<file path="config.mk">
export PLATFORM = sky130hd
export DESIGN_NAME = crossing_stop_controller
export DESIGN_NICKNAME = d
export VERILOG_FILES = /design/src/rtl/crossing_ctrl_pkg.sv /design/src/rtl/frame_watchdog.sv /design/src/rtl/crossing_stop_controller.sv
export SDC_FILE = /design/constraint.sdc
export NUM_CORES = 1
export LEC_CHECK = 0
export ABC_AREA = 1
export BUFFER_PORTS_ARGS = -buffer_cell sky130_fd_sc_hd__buf_2
export CAP_MARGIN = 10
export CORE_ASPECT_RATIO = 0.8
export CORE_MARGIN = 2
export CORE_UTILIZATION = 45
export DETAILED_ROUTE_END_ITERATION = 6
export PLACE_DENSITY = 0.67
export SLEW_MARGIN = 30
export SYNTH_ARGS = -nofsm -noshare
export SYNTH_HDL_FRONTEND = slang
export SYNTH_SLANG_ARGS = --single-unit
</file>
<file path="constraint.sdc">
create_clock -name clk -period 2.3 [get_ports clk]
set_input_delay 0 -clock clk [delete_from_list [all_inputs] [get_ports clk]]
set_output_delay 0 -clock clk [all_outputs]
set_load 0.01 [all_outputs]
</file>
<file path="src/rtl/crossing_ctrl_pkg.sv">
// Shared state type and encodings for the crossing stop controller.
// Imported by the controller RTL and by its bench.
package crossing_ctrl_pkg;

  localparam int STATE_W = 3;

  typedef enum logic [STATE_W-1:0] {
    ST_IDLE    = 3'd0,
    ST_SEARCH  = 3'd1,
    ST_CONFIRM = 3'd2,
    ST_STOP    = 3'd3,
    ST_RELEASE = 3'd4
  } crossing_state_t;

  localparam logic [STATE_W-1:0] STATE_IDLE    = 3'd0;
  localparam logic [STATE_W-1:0] STATE_SEARCH  = 3'd1;
  localparam logic [STATE_W-1:0] STATE_CONFIRM = 3'd2;
  localparam logic [STATE_W-1:0] STATE_STOP    = 3'd3;
  localparam logic [STATE_W-1:0] STATE_RELEASE = 3'd4;

  function automatic logic is_stopping(input crossing_state_t s);
    return (s == ST_STOP) || (s == ST_RELEASE);
  endfunction

endpackage

</file>
<file path="src/rtl/frame_watchdog.sv">
// Counts enabled cycles since the last kick and flags a stalled frame source.
// timeout_pulse is combinational; the parent registers it.
module frame_watchdog #(
  parameter int WD_CYCLES = 2000000
) (
  input  logic clk,
  input  logic rst_n,
  input  logic enable,
  input  logic kick,
  output logic timeout_pulse
);

  localparam int CW = (WD_CYCLES > 1) ? $clog2(WD_CYCLES) : 1;
  localparam logic [CW-1:0] TERMINAL = CW'(WD_CYCLES - 1);

  logic [CW-1:0] count;
  logic          terminal;

  // A kick in the terminal cycle wins over the timeout.
  assign terminal      = enable && !kick && (count == TERMINAL);
  assign timeout_pulse = terminal;

  always_ff @(posedge clk or negedge rst_n) begin
    if (!rst_n) begin
      count <= '0;
    end else if (!enable || kick || terminal) begin
      count <= '0;
    end else begin
      count <= count + 1'b1;
    end
  end

endmodule

</file>
<file path="src/rtl/crossing_stop_controller.sv">
// Multi-frame confirm/hold/release sequencer driving a registered stop request.
// Optional stalled-pipeline watchdog under CROSSING_WATCHDOG_EN.
module crossing_stop_controller
  import crossing_ctrl_pkg::*;
#(
  parameter int CNT_W           = 17,
  parameter int WHITE_MIN       = 1500,
  parameter int CONFIRM_FRAMES  = 3,
  parameter int MIN_HOLD_FRAMES = 30,
  parameter int RELEASE_FRAMES  = 5,
  parameter int WD_CYCLES       = 2000000
) (
  input  logic             clk,
  input  logic             rst_n,
  input  logic             enable,
  input  logic             det_valid,
  input  logic             det_crossing,
  input  logic [CNT_W-1:0] white_count,
  input  logic             override_clear,
  output logic             stop,
  output logic [2:0]       state,
  output logic             resend_cfg,
  output logic             fault
);

  localparam int POS_W  = $clog2(CONFIRM_FRAMES + 1);
  localparam int HOLD_W = $clog2(MIN_HOLD_FRAMES + 2);
  localparam int NEG_W  = $clog2(RELEASE_FRAMES + 1);

  localparam logic [POS_W-1:0]  POS_MAX   = POS_W'(CONFIRM_FRAMES);
  localparam logic [HOLD_W-1:0] HOLD_MAX  = HOLD_W'(MIN_HOLD_FRAMES);
  localparam logic [NEG_W-1:0]  NEG_MAX   = NEG_W'(RELEASE_FRAMES);
  localparam logic [CNT_W-1:0]  WHITE_THR = CNT_W'(WHITE_MIN);

  crossing_state_t   state_q, state_d;
  logic [POS_W-1:0]  pos_q, pos_d, pos_inc;
  logic [HOLD_W-1:0] hold_q, hold_d, hold_inc;
  logic [NEG_W-1:0]  neg_q, neg_d, neg_inc;
  logic              stop_q;
  logic              pos_frame, neg_frame;

  // det_valid is a single-cycle strobe with no back-pressure: det_crossing and
  // white_count are sampled only in cycles where it is high, and every strobe
  // is consumed (there is no ready).
  assign pos_frame = det_valid && det_crossing && (white_count >= WHITE_THR);
  assign neg_frame = det_valid && !pos_frame;

  assign pos_inc  = (pos_q  == POS_MAX)  ? pos_q  : pos_q  + 1'b1;
  assign hold_inc = (hold_q == HOLD_MAX) ? hold_q : hold_q + 1'b1;
  assign neg_inc  = (neg_q  == NEG_MAX)  ? neg_q  : neg_q  + 1'b1;

  always_comb begin
    state_d = state_q;
    pos_d   = pos_q;
    hold_d  = hold_q;
    neg_d   = neg_q;
    if (!enable) begin
      state_d = ST_IDLE;
      pos_d   = '0;
      hold_d  = '0;
      neg_d   = '0;
    end else if (override_clear && is_stopping(state_q)) begin
      state_d = ST_SEARCH;
      pos_d   = '0;
      hold_d  = '0;
      neg_d   = '0;
    end else begin
      case (state_q)
        ST_IDLE: state_d = ST_SEARCH;
        ST_SEARCH: begin
          if (pos_frame) begin
            pos_d = POS_W'(1);
            if (CONFIRM_FRAMES == 1) begin
              state_d = ST_STOP;
              hold_d  = '0;
            end else begin
              state_d = ST_CONFIRM;
            end
          end
        end
        ST_CONFIRM: begin
          if (pos_frame) begin
            pos_d = pos_inc;
            if (pos_inc == POS_MAX) begin
              state_d = ST_STOP;
              hold_d  = '0;
            end
          end else if (neg_frame) begin
            state_d = ST_SEARCH;
            pos_d   = '0;
          end
        end
        ST_STOP: begin
          if (det_valid) begin
            hold_d = hold_inc;
            // Release is only considered once the minimum hold has elapsed.
            if (neg_frame && (hold_q >= HOLD_MAX)) begin
              if (RELEASE_FRAMES == 1) begin
                state_d = ST_SEARCH;
                pos_d   = '0;
                hold_d  = '0;
                neg_d   = '0;
              end else begin
                state_d = ST_RELEASE;
                neg_d   = NEG_W'(1);
              end
            end
          end
        end
        ST_RELEASE: begin
          if (neg_frame) begin
            if (neg_inc == NEG_MAX) begin
              state_d = ST_SEARCH;
              pos_d   = '0;
              hold_d  = '0;
              neg_d   = '0;
            end else begin
              neg_d = neg_inc;
            end
          end else if (pos_frame) begin
            state_d = ST_STOP;
            neg_d   = '0;
          end
        end
        default: begin
          state_d = ST_IDLE;
          pos_d   = '0;
          hold_d  = '0;
          neg_d   = '0;
        end
      endcase
    end
  end

  always_ff @(posedge clk or negedge rst_n) begin
    if (!rst_n) begin
      state_q <= ST_IDLE;
      pos_q   <= '0;
      hold_q  <= '0;
      neg_q   <= '0;
      stop_q  <= 1'b0;
    end else begin
      state_q <= state_d;
      pos_q   <= pos_d;
      hold_q  <= hold_d;
      neg_q   <= neg_d;
      // Masking with override_clear keeps stop low during the one-cycle
      // excursion into STOP that a held override can still produce.
      stop_q  <= is_stopping(state_d) && !override_clear;
    end
  end

  assign stop  = stop_q;
  assign state = state_q;

`ifdef CROSSING_WATCHDOG_EN
  logic timeout;
  logic resend_q;
  logic fault_q;

  frame_watchdog #(
    .WD_CYCLES (WD_CYCLES)
  ) u_frame_watchdog (
    .clk           (clk),
    .rst_n         (rst_n),
    .enable        (enable),
    .kick          (det_valid),
    .timeout_pulse (timeout)
  );

  always_ff @(posedge clk or negedge rst_n) begin
    if (!rst_n) begin
      resend_q <= 1'b0;
      fault_q  <= 1'b0;
    end else begin
      resend_q <= timeout;
      if (det_valid) begin
        fault_q <= 1'b0;
      end else if (timeout) begin
        fault_q <= 1'b1;
      end
    end
  end

  assign resend_cfg = resend_q;
  assign fault      = fault_q;
`else
  assign resend_cfg = 1'b0;
  assign fault      = 1'b0;
`endif

endmodule
</file>
Word-level counts from Yosys, hierarchy flattened
Index checks and enable logic that the tools add are counted.
{ "classes": {"muxes": 39, "magnitude_cmp": 2, "addsub": 3, "n_eq_ne": 24, "n_reduce_logical": 17} }
{ "ops": {"columns": ["cell", "n"], "rows": [
  ["two-way mux 3 bit", 19],
  ["two-way mux 5 bit", 8],
  ["one-hot mux 5 bit (4 select lines)", 1],
  [">= comparator 17 x 11 -> 1 bit (second input constant)", 1],
  ["two-way mux 2 bit", 8],
  ["one-hot mux 3 bit (5 select lines)", 1],
  ["== test 3 bit (second input constant)", 4],
  ["!= test 4 x 3 -> 1 bit (second input constant)", 3],
  ["!= test 4 bit (second input constant)", 3],
  ["== test 3 x 2 -> 1 bit (second input constant)", 3],
  ["!= test 3 x 2 -> 1 bit (second input constant)", 3],
  ["one-hot mux 3 bit (3 select lines)", 1],
  ["!= test 4 x 2 -> 1 bit (second input constant)", 2],
  ["one-hot mux 2 bit (4 select lines)", 1],
  ["AND reduction 7 bit", 1],
  ["logical AND 1 bit", 6],
  ["adder 5 x 1 -> 5 bit (second input constant)", 1],
  ["== test 5 bit (second input constant)", 1],
  [">= comparator 5 bit (second input constant)", 1],
  ["!= test 5 x 4 -> 1 bit (second input constant)", 1],
  ["!= test 5 bit (second input constant)", 1],
  ["AND reduction 5 bit", 1],
  ["== test 2 bit (second input constant)", 2],
  ["AND reduction 4 bit", 1],
  ["8 further kinds", 11]
]} }
{ "word_totals": {"ff_bits": 14, "out_inout_bits": 6, "word_cells": 90} }

Depth between registers and ports, before layout
{ "logic_depth": {"ltp_word": 13, "mapped_depth": 15, "mapped_depth_nobuf": 15} }

Worst setup path after synthesis
Ideal clock, no wire load.
{ "synth_timing": {"path_kind": "register to register", "start": "reg neg_q[1]", "end": "reg pos_q[0]", "period_less_slack_ns": 1.734, "required_ns": 2.183, "arrival_time_ns": 1.617, "stages_incl_launch_ff": 12, "path_buffers": 0, "setup_slack_ns": 0.566, "cell_sequence": "dfrtp_1 > inv_1 > ha_1 > nand2_2 > xor2_2 > nor2_4 > nand3_2 > o21ai_2 > nand2_1 > or2_4 > nand2_1 > o21ai_2"} }
{ "synth_between": {"elab_chain_len": 5, "elab_cells_between_ends": 6, "classes_between": "1 x add/sub; 3 x eq/ne; 1 x mux; 1 x reduce/logical"} }
{ "synth_rtl": {"columns": ["element", "line_no", "rtl"], "rows": [
  ["from (decl)", "crossing_stop_controller.sv:38", "logic [NEG_W-1:0] neg_q, neg_d, neg_inc;"],
  ["from (signal assigned)", "crossing_stop_controller.sv:146", "neg_q <= neg_d;"],
  ["adder 3 x 1 -> 3 bit or == test 3 bit (tied branches)", "crossing_stop_controller.sv:50", "assign neg_inc = (neg_q == NEG_MAX) ? neg_q : neg_q + 1'b1;"],
  ["two-way mux 3 bit *", "crossing_stop_controller.sv:50", null],
  ["== test 3 bit *", "crossing_stop_controller.sv:112", "if (neg_inc == NEG_MAX) begin"],
  ["!= test 4 x 2 -> 1 bit (no line) *", null, null],
  ["AND reduction 5 bit (no line) *", null, null],
  ["to (signal assigned)", "crossing_stop_controller.sv:144", "pos_q <= pos_d;"],
  ["to (decl)", "crossing_stop_controller.sv:36", "logic [POS_W-1:0] pos_q, pos_d, pos_inc;"]
]} }
Every way passes the cells marked *; elsewhere a longest branch is shown, timed or not.
A chain may end at the register's enable or synchronous reset.

Worst setup path in the final report
{ "layout_timing": {"start": "reg neg_q[1]", "end": "reg hold_q[1]"} }
{ "layout_between": {"elab_chain_len": 5, "elab_cells_between_ends": 6, "classes_between": "1 x add/sub; 3 x eq/ne; 1 x mux; 1 x reduce/logical"} }
{ "layout_rtl": {"columns": ["element", "line_no", "rtl"], "rows": [
  ["adder 3 x 1 -> 3 bit or == test 3 bit (tied branches)", "crossing_stop_controller.sv:50", null],
  ["two-way mux 3 bit *", "crossing_stop_controller.sv:50", null],
  ["== test 3 bit *", "crossing_stop_controller.sv:112", null],
  ["!= test 4 x 2 -> 1 bit (no line) *", null, null],
  ["AND reduction 7 bit (no line) *", null, null],
  ["to (signal assigned)", "crossing_stop_controller.sv:145", "hold_q <= hold_d;"],
  ["to (decl)", "crossing_stop_controller.sv:37", "logic [HOLD_W-1:0] hold_q, hold_d, hold_inc;"]
]} }
Marked as above.

==> metrics <==
CTS tree built; # Max-Cap Violations 0; crit end category flip-flop; DRT iter0 DRCs 39; grt total ovfl 0; Port-buffer cells 24; Static Leak ~0.75 nW; Post-Syn Area roughly 0.0012 mm2; Pint ~0.40 mW; synthesized instance count 180; Max IR drop VDD about 0.00031 V; hold_buf cts 2; CTS buffer count 3; post-DR wirelength/cell 10.5 um; Post-synth top flop dfrtp_1; Worst Hold Class input port to flip-flop; nets 236; WP data required 2.48 ns; final non-filler cell total 244; FILL cells 260; Sw Ratio between 20 and 30%; Setup CP Type flip-flop to flip-flop; final clock skew between 0.006 and 0.007 ns; Post-DP Area 0.00131 mm2; P_sw roughly 0.17 mW; CTS clk-pin slew, worst paths 0.09 ns; post-synth top area cell dfrtp_1; I/O pins 29; clock share of power 32.0%; syn_area_per_cell about 6.4 um2; period utilization 83.0%; DP Wirelength 2030 um; outcome completed; Routed Antenna Nets 0; die area 0.00300 mm2; CTS Buffer Depth 2; Yosys reg bits 14; area share of the largest cell type after synthesis 30.2%; Clock Latency Late Sink 0.29 ns; Routed WL 2560 um; post-CTS setup buffers 0; drt via density 4.74; Setup TNS 0 ns; gr usage total ~18%; Vias 1156; Netlist cell types 27; initial antenna violation count 0; count leader, synth nand2_1; detailed-route DRC error count 0; Die Y-Extent 49.4 um; Comb pwr share 21.9%; Inst Count DP ~240; Ys Warns 0; post_cts resized 0; share of layout cells above drive strength 1 around a fifth; fmax roughly 520 MHz; Starting Density between 40% and 50%; pin count of the biggest net entering global routing 15; Hold WS 0.00843 ns; maximum fanout along the worst path 9; top cells by count, synth 54 x nand2_1, 31 x inv_1, 17 x nor2_1; Async SR Flop Fraction 100%; final hold vios 0; drt pass-1 iters 4; Area Growth Syn to Fin 17.7%; RSZ-0062 raised after global routing no; Multi-input gate area 672 um2; global-route wire length before repair approximately 4200 um; Synth area leaders dfrtp_1 30%, nand2_1 17%, inv_1 10%; final critical-path required period around 1.9 ns; clock sink total 14; Flop pwr share 46.1%; clock root cell clkbuf_4; # setup viols final 0; Critical Path AT ~2.1 ns; vias in the first global route 1010; Cell Pwr Density ~410 mW/mm2; design area 0.00136 mm2; gp weighted congestion 0.961; core area about 0.0024 mm2; FP Rows 16; sequential area share after synthesis 30.2%; pre-CTS WS roughly 0.41 ns; Slew Limit Fails 0; fin worst setup slack 0.390 ns; Post-synth EDFFs 0; die width slightly above 60 um; register area 350 um2; Antenna diodes 0; H-tree depth 1; Worst setup SP type flip-flop
[stage by stage]
stage	util (%)	power [mW]
2_1_floorplan	-	0.347
3_3_place_gp	53.5	0.385
3_5_place_dp	53.5	0.386
4_1_cts	55.8	0.567
5_1_grt	55.8	0.602
6_report	55.8	0.565
[final timing paths]
kind                                from         to  slack (ns)  cells after the start
worst max-delay path            neg_q[1]  hold_q[1]        0.39                     13
worst min-delay path              enable   state[0]       0.008                      3
worst max register to register  neg_q[1]  hold_q[1]        0.39                     13
worst min register to register  pos_q[0]   pos_q[0]        0.53                      2
max in group asynchronous          rst_n  hold_q[1]        1.90                      2
min in group asynchronous          rst_n   state[0]        0.14                      2
[routing by layer]
layer	GRT usage [%]	up-vias	wire (um)
met5	0	-	0
met4	6.52	0	44
met3	3.18	6	170
met2	26.2	36	1060
met1	26.4	494	1280
li1	-	620	-
[logic make-up after synthesis]
group | count (synthesis) | share of synthesized area [%]
buffers and inverters | 35 | 12.1
flip-flops | 14 | 30.2
AO/OA/AOI/OAI | 22 | 11.2
adder cells (fa/ha/maj) | 4 | 4.32
XOR/XNOR | 4 | 3.67
other | 1 | 0.324
AND/OR/NAND/NOR | 100 | 38.1
[state kept, by name, summed over array words and instances (netlist names)]
register  cells
hold_q        5
neg_q         3
pos_q         2
state         3
stop          1
[cell usage in the layout, fill, tap and decap left out, types with 2 or more instances in the layout]
master	synthesis	routed
o21ai_0	5	5
nor3_1	4	4
o21ai_2	3	3
nand3_1	15	15
dfrtp_1	14	14
nor2_4	2	2
o31ai_1	2	2
buf_2	1	24
a21oi_1	6	6
o21ai_1	5	5
dlygate4sd3_1	0	2
xor2_1	2	2
nand4_1	2	2
inv_1	31	31
conb_1	1	2
ha_1	4	4
nor2_1	17	17
nand2_2	2	2
nand2_1	54	54
clkbuf_4	0	3
[critical path: stages (launching register included)]
cell,delay (ns)
dfrtp_1,0.41
inv_1,0.10
ha_1,0.16
nand2_2,0.10
nand2_1,0.09
o21ai_2,0.09
nor2_4,0.12
nand3_2,0.09
o21ai_2,0.20
nand2_2,0.09
nor2_4,0.20
inv_2,0.06
nand2_1,0.05
nand2_1,0.05
[area by class of cell]
cell class | instances | share of cell area, %
Multi-Input combinational cell | 132 | 49.3
Sequential cell | 14 | 25.7
Timing Repair Buffer | 26 | 10.3
Inverter | 32 | 8.81
Tap cell | 36 | 3.30
Clock buffer | 4 | 2.66
[power groups by stage]
stage / sequential [mW] / combinational, mW / clock (mW)
2_1_floorplan: 0.266 / 0.0813 / 0
3_3_place_gp: 0.265 / 0.120 / 0
3_5_place_dp: 0.265 / 0.121 / 0
4_1_cts: 0.261 / 0.124 / 0.182
5_1_grt: 0.262 / 0.141 / 0.199
6_report: 0.261 / 0.124 / 0.181
(Power assumes the default switching activity.)
